--- src/rtl/mult_div_unit.sv ---
// Iterative multiply/divide unit with architectural HI/LO registers.
// Signed ops are run on magnitudes, and the signs are fixed up in a final FIX cycle.
module mult_div_unit #(
    parameter int WIDTH = 32
) (
    input  logic             i_clk,
    input  logic             i_reset,
    input  logic             i_start,
    input  logic [2:0]       i_mdu_op,
    input  logic [WIDTH-1:0] i_a,
    input  logic [WIDTH-1:0] i_b,
    output logic [WIDTH-1:0] o_hi,
    output logic [WIDTH-1:0] o_lo,
    output logic             o_busy,
    output logic             o_done
);
    localparam int CW = $clog2(WIDTH);

    typedef enum logic [1:0] {IDLE, CALC, FIX} state_t;

    state_t             r_state, w_next;
    logic [CW-1:0]      r_cnt;
    logic               r_is_div, r_neg_q, r_neg_r, r_dz, r_done;
    logic [WIDTH-1:0]   r_hi, r_lo;
    logic [WIDTH-1:0]   r_opa;      // dividend shifting into quotient (div)
    logic [WIDTH-1:0]   r_opb;      // multiplier shifting right (mul) / divisor (div)
    logic [2*WIDTH-1:0] r_mcand;    // multiplicand shifting left
    logic [2*WIDTH-1:0] r_prod;
    logic [WIDTH:0]     r_rem;      // extra bit carries the borrow of the trial subtract

    logic               w_idle, w_accept, w_signed, w_sa, w_sb;
    logic [WIDTH-1:0]   w_abs_a, w_abs_b;
    logic [WIDTH:0]     w_shift, w_trial;
    logic [2*WIDTH-1:0] w_prod_res;
    logic [WIDTH-1:0]   w_quo_res, w_rem_res;

    assign w_idle   = (r_state == IDLE);
    assign w_accept = w_idle && i_start && !i_mdu_op[2];
    assign w_signed = !i_mdu_op[0];
    assign w_sa     = w_signed & i_a[WIDTH-1];
    assign w_sb     = w_signed & i_b[WIDTH-1];
    assign w_abs_a  = w_sa ? (~i_a + 1'b1) : i_a;
    assign w_abs_b  = w_sb ? (~i_b + 1'b1) : i_b;

    // Restoring divide step: a set MSB in the trial result means it borrowed, so restore.
    assign w_shift  = {r_rem[WIDTH-1:0], r_opa[WIDTH-1]};
    assign w_trial  = w_shift - {1'b0, r_opb};

    assign w_prod_res = r_neg_q ? (~r_prod + 1'b1) : r_prod;
    // Divide by zero yields an all-ones quotient whatever the signedness, so its sign fix is bypassed.
    assign w_quo_res  = r_dz ? {WIDTH{1'b1}} : (r_neg_q ? (~r_opa + 1'b1) : r_opa);
    assign w_rem_res  = r_neg_r ? (~r_rem[WIDTH-1:0] + 1'b1) : r_rem[WIDTH-1:0];

    assign o_busy = !w_idle;
    assign o_done = r_done;
    assign o_hi   = r_hi;
    assign o_lo   = r_lo;

    // State register
    always_ff @(posedge i_clk or negedge i_reset) begin
        if (!i_reset) r_state <= IDLE;
        else          r_state <= w_next;
    end

    // Next-state: WIDTH CALC iterations, then a single FIX cycle
    always_comb begin
        w_next = r_state;
        case (r_state)
            IDLE:    if (w_accept) w_next = CALC;
            CALC:    if (r_cnt == CW'(WIDTH - 1)) w_next = FIX;
            FIX:     w_next = IDLE;
            default: w_next = IDLE;
        endcase
    end

    // Datapath: operand latch, iteration, sign fix and HI/LO writeback
    always_ff @(posedge i_clk or negedge i_reset) begin
        if (!i_reset) begin
            r_cnt    <= '0;
            r_is_div <= 1'b0;
            r_neg_q  <= 1'b0;
            r_neg_r  <= 1'b0;
            r_dz     <= 1'b0;
            r_done   <= 1'b0;
            r_hi     <= '0;
            r_lo     <= '0;
            r_opa    <= '0;
            r_opb    <= '0;
            r_mcand  <= '0;
            r_prod   <= '0;
            r_rem    <= '0;
        end else begin
            r_done <= (r_state == FIX);
            case (r_state)
                IDLE: begin
                    if (w_accept) begin
                        r_cnt    <= '0;
                        r_is_div <= i_mdu_op[1];
                        r_dz     <= i_mdu_op[1] && (i_b == '0);
                        r_neg_q  <= (w_sa ^ w_sb) && !(i_mdu_op[1] && (i_b == '0));
                        r_neg_r  <= w_sa && i_mdu_op[1];
                        r_opa    <= w_abs_a;
                        r_opb    <= w_abs_b;
                        r_mcand  <= {{WIDTH{1'b0}}, w_abs_a};
                        r_prod   <= '0;
                        r_rem    <= '0;
                    end else if (i_start && i_mdu_op == 3'b100) begin
                        r_hi <= i_a;
                    end else if (i_start && i_mdu_op == 3'b101) begin
                        r_lo <= i_a;
                    end
                end
                CALC: begin
                    r_cnt <= r_cnt + CW'(1);
                    if (r_is_div) begin
                        r_rem <= w_trial[WIDTH] ? w_shift : w_trial;
                        r_opa <= {r_opa[WIDTH-2:0], ~w_trial[WIDTH]};
                    end else begin
                        if (r_opb[0]) r_prod <= r_prod + r_mcand;
                        r_mcand <= r_mcand << 1;
                        r_opb   <= r_opb >> 1;
                    end
                end
                FIX: begin
                    if (r_is_div) begin
                        r_hi <= w_rem_res;
                        r_lo <= w_quo_res;
                    end else begin
                        r_hi <= w_prod_res[2*WIDTH-1:WIDTH];
                        r_lo <= w_prod_res[WIDTH-1:0];
                    end
                end
                default: ;
            endcase
        end
    end
endmodule

--- config.mk ---
export PLATFORM = sky130hd
export DESIGN_NAME = mult_div_unit
export DESIGN_NICKNAME = d
export VERILOG_FILES = /design/src/rtl/mult_div_unit.sv
export SDC_FILE = /design/constraint.sdc
export NUM_CORES = 1
export LEC_CHECK = 0
export BUFFER_PORTS_ARGS = -buffer_cell sky130_fd_sc_hd__buf_4
export CORE_MARGIN = 10
export CORE_UTILIZATION = 26
export DETAILED_ROUTE_END_ITERATION = 6
export GPL_TIMING_DRIVEN = 0
export PLACE_DENSITY = 0.44
export SETUP_SLACK_MARGIN = 0.4
export SLEW_MARGIN = 20
export SYNTH_ARGS = -nofsm -noshare
export SYNTH_HDL_FRONTEND = slang
export SYNTH_SLANG_ARGS = --single-unit
--- constraint.sdc ---
create_clock -name i_clk -period 7.7 [get_ports i_clk]
set_clock_uncertainty 0.2 [all_clocks]
set_input_delay 0 -clock i_clk [delete_from_list [all_inputs] [get_ports i_clk]]
set_output_delay 0 -clock i_clk [all_outputs]
set_load 0.01 [all_outputs]
==> flow_metrics.py <==
metrics = {
    "critical_path": {
        "critPathSlowestCell": "a21oi_1",
        "critPathTopFamily": "compound AO/OA/AOI/OAI gates",
        "crit_top_cell": "a21oi_1",
        "arrival_ns": 4.98,
        "required_ns": 7.95,
        "path_cells": "ha_1 > inv_1 > fa_1 > nand2b_1 > a21oi_1 > o21ai_0 > o41ai_2 > buf_2 > nand3_1 > a21oi_1 > or3b_1 > a311oi_1 > and4b_1 > or3_1",
        "worstPathMaxFanout": 5,
        "r2r_slack_ns": 2.97,
        "crit_path_max_incr_delay_ns": 0.53,
        "setup.worst_path.end_class": "flop",
        "cp-start-kind": "flop",
        "crit_type": "reg -> reg",
        "path_buf_inv": 2,
    },
    "power_and_ir_drop": {
        "p_per_area_mw_per_mm2": 508.3,
        "vdd_drop_max_v": 0.0001699,
        "leakagePower_nw": 11.33,
    },
    "logic_synthesis": {
        "synth_area_mm2": 0.02234,
        "syn_area_per_cell_um2": 8.133,
        "syn_inst": 2747,
        "async_reset_ff_share_pct": 100.0,
        "synth_seq_cells": 300,
        "ys.flop_type": "dfrtp_1",
        "yosys_warnings": 0,
        "ys_seq_area_share_pct": 33.60,
        "syn-num-nets": 2921,
        "ys_types": 82,
        "synth-edff-count": 0,
    },
    "sta": {
        "final.min_clock_period_ns": 4.729,
        "whs_ns": 0.03064,
        "fin_setup_tns_ns": 0,
        "slew_violations": 0,
        "timing.final.crit_share_pct": 61.41,
        "setup_ws_ns": 2.971,
        "rsz0062_at_grt": "no",
        "fmax_mhz": 211.5,
        "setup_violations": 0,
        "finalHoldViolCount": 0,
        "relSlewSlack_pct": 21.03,
        "worst_pin_slew_ns": 1.185,
    },
    "floorplanning": {
        "die_area_mm2": 0.09805,
        "ios": 136,
        "start_util_pct": 26.24,
        "coreArea_mm2": 0.08515,
        "placementRows": 107,
        "die_w_um": 313.1,
        "die_y_um": 313.1,
    },
    "place": {
        "io_buffer_count": 134,
        "post-place-cells": 4029,
        "routabilityCongestion": 0.9657,
        "place_ws_ns": 2.935,
        "place_hpwl_um": 80070,
    },
    "grt": {
        "grt.total_usage_pct": 20.18,
        "grt_max_degree": 85,
        "grt_first_pass_wirelength_um": 150900,
        "grt.overflow.total": 0,
        "grt_pass1_vias": 22260,
        "antenna_found_initial": 9,
    },
    "cts": {
        "cts_buffers": 40,
        "cts_root_buf": "clkbuf_16",
        "cts_max_level": 2,
        "cts.path.max_buffers": 3,
        "cts.repair.resized": 0,
        "clock_sinks": 300,
        "holdBufCountCts": 101,
        "clk_pin_slew_worst_paths_ns": 0.06,
        "insertion_delay_ns": 0.59,
        "cts_tree": "yes",
        "cts_setup_buffers": 0,
    },
    "cells_and_area": {
        "fillers": 9180,
        "final_layout_size_suffix_gt1_share_pct": 8.137,
        "fin_cells": 4208,
        "nets": 3202,
        "area_delta_synth_final_pct": 22.52,
        "post-route-util_pct": 32.15,
    },
    "drt": {
        "drt_iter0_drc": 2214,
        "viasPerCell": 5.435,
        "first_pass_iters": 7,
        "wl_per_cell_um": 24.35,
        "vias": 22870,
        "drc_errors": 0,
        "finalWirelength_um": 102400,
        "antenna_left": 0,
    },
    "worst_hold_path": {
        "hold_path_class": "in -> reg",
    },
    "flow_run": {
        "maxCapViolations": 0,
    },
    "run_status": {
        "outcome": "finished, final reports clean",
    },
}
==> Yosys cell counts (all sizes together), types with 21 or more instances <==
cell type	n	area, µm²
or3	44	275.3
xor2	111	972.2
o31ai	44	330.3
a21o	67	503.0
buf	24	101.3
mux2i	32	320.3
nand2	294	1104
nor2	174	653.1
ha	102	1276
nand3	110	550.5
inv	79	296.5
nor3	43	220.2
nand4	29	187.7
dfrtp	300	7507
a22o	35	306.5
xnor2	132	1156
a21oi	204	1025
a31oi	43	269.0
o211ai	51	382.9
o221ai	21	183.9
clkbuf	142	533.0
o21ai	362	1812
nand2b	22	137.6
==> worst paths after layout <==
path / endpoint / cells past startpoint / start
min in group asynchronous: r_opb[28] / 4 / i_reset
max: r_prod[60] / 14 / r_prod[0]
min reg2reg: o_hi[26] / 2 / o_hi[26]
min: o_hi[7] / 7 / i_start
max in group asynchronous: r_mcand[20] / 5 / i_reset
max reg2reg: r_prod[60] / 14 / r_prod[0]
==> worst min-delay path, stage by stage <==
cell and delay [ns]:
buf_4 0.12, nand2_1 0.08, nor3_1 0.05, nor2_1 0.11, nor2_1 0.22, nor2_1 0.16, a31oi_1 0.05
==> placed cells by master, fill, tap and decap left out, types with 43 or more instances in the layout <==
| master | instances |
|---|---|
| o21ai_0 | 343 |
| dfrtp_1 | 300 |
| nand2_1 | 294 |
| a21oi_1 | 203 |
| nor2_1 | 174 |
| clkbuf_1 | 147 |
| buf_4 | 133 |
| xnor2_1 | 132 |
| xor2_1 | 111 |
| nand3_1 | 110 |
| ha_1 | 102 |
| dlygate4sd3_1 | 100 |
| inv_1 | 79 |
| a21o_1 | 67 |
| o211ai_1 | 51 |
| or3_1 | 44 |
| o31ai_1 | 44 |
| a31oi_1 | 43 |
==> registers in the layout (all words and copies together) (netlist names) <==
signal and count:
r_is_div 1, r_opb 32, o_lo 32, r_opa 32
r_neg_r 1, r_rem 32, r_state 2, o_hi 32
r_dz 1, r_prod 64, r_neg_q 1, o_done 1
r_mcand 64, r_cnt 5
==> final cells by class <==
cell class,instances,area (µm²),area share [%]
Multi-Input combinational cell,2201,13930,50.90
Sequential cell,300,7507,27.42
Timing Repair Buffer,239,2130,7.779
Tap cell,1144,1431,5.229
Clock buffer,53,1141,4.169
Buffer,166,634.4,2.317
Inverter,80,300.3,1.097
Clock inverter,21,286.5,1.047
Antenna cell,4,10.01,0.03657
==> cell families (layout without fill, tap and decap cells) <==
group	after synthesis	in the layout	synth area share [%]
flip-flops	300	300	33.60
multiplexers	37	37	1.686
other	0	4	0
AND/OR/NAND/NOR	845	845	18.20
adder cells (fa/ha/maj)	104	104	5.892
AO/OA/AOI/OAI	972	972	26.92
buffers and inverters	246	559	4.183
XOR/XNOR	243	243	9.526
==> where the power goes <==
group          internal (mW)  total [mW]  switching [mW]
Clock                   1.25        2.08           0.827
Sequential              2.29        3.31            1.02
Combinational           3.16        8.53            5.36
Total                   6.70        13.9            7.21
==> through the flow <==
stage / cell area (µm²) / power [mW]
detailed placement: 24900 / 11.63
CTS: 27360 / 13.85
global route: 27370 / 14.95
finish: 27370 / 13.91
floorplan: 22340 / 8.544
global placement: 24780 / 11.63
==> per-layer routing <==
metal	global-route usage [%]	routed length (µm)	part of all wire, %
met5	0	38	0.037
met2	30.29	43560	43
met3	3.896	7994	7.8
met4	6.528	3388	3.3
met1	28.66	47470	46
No activity file was read; power rests on OpenSTA's default activity.
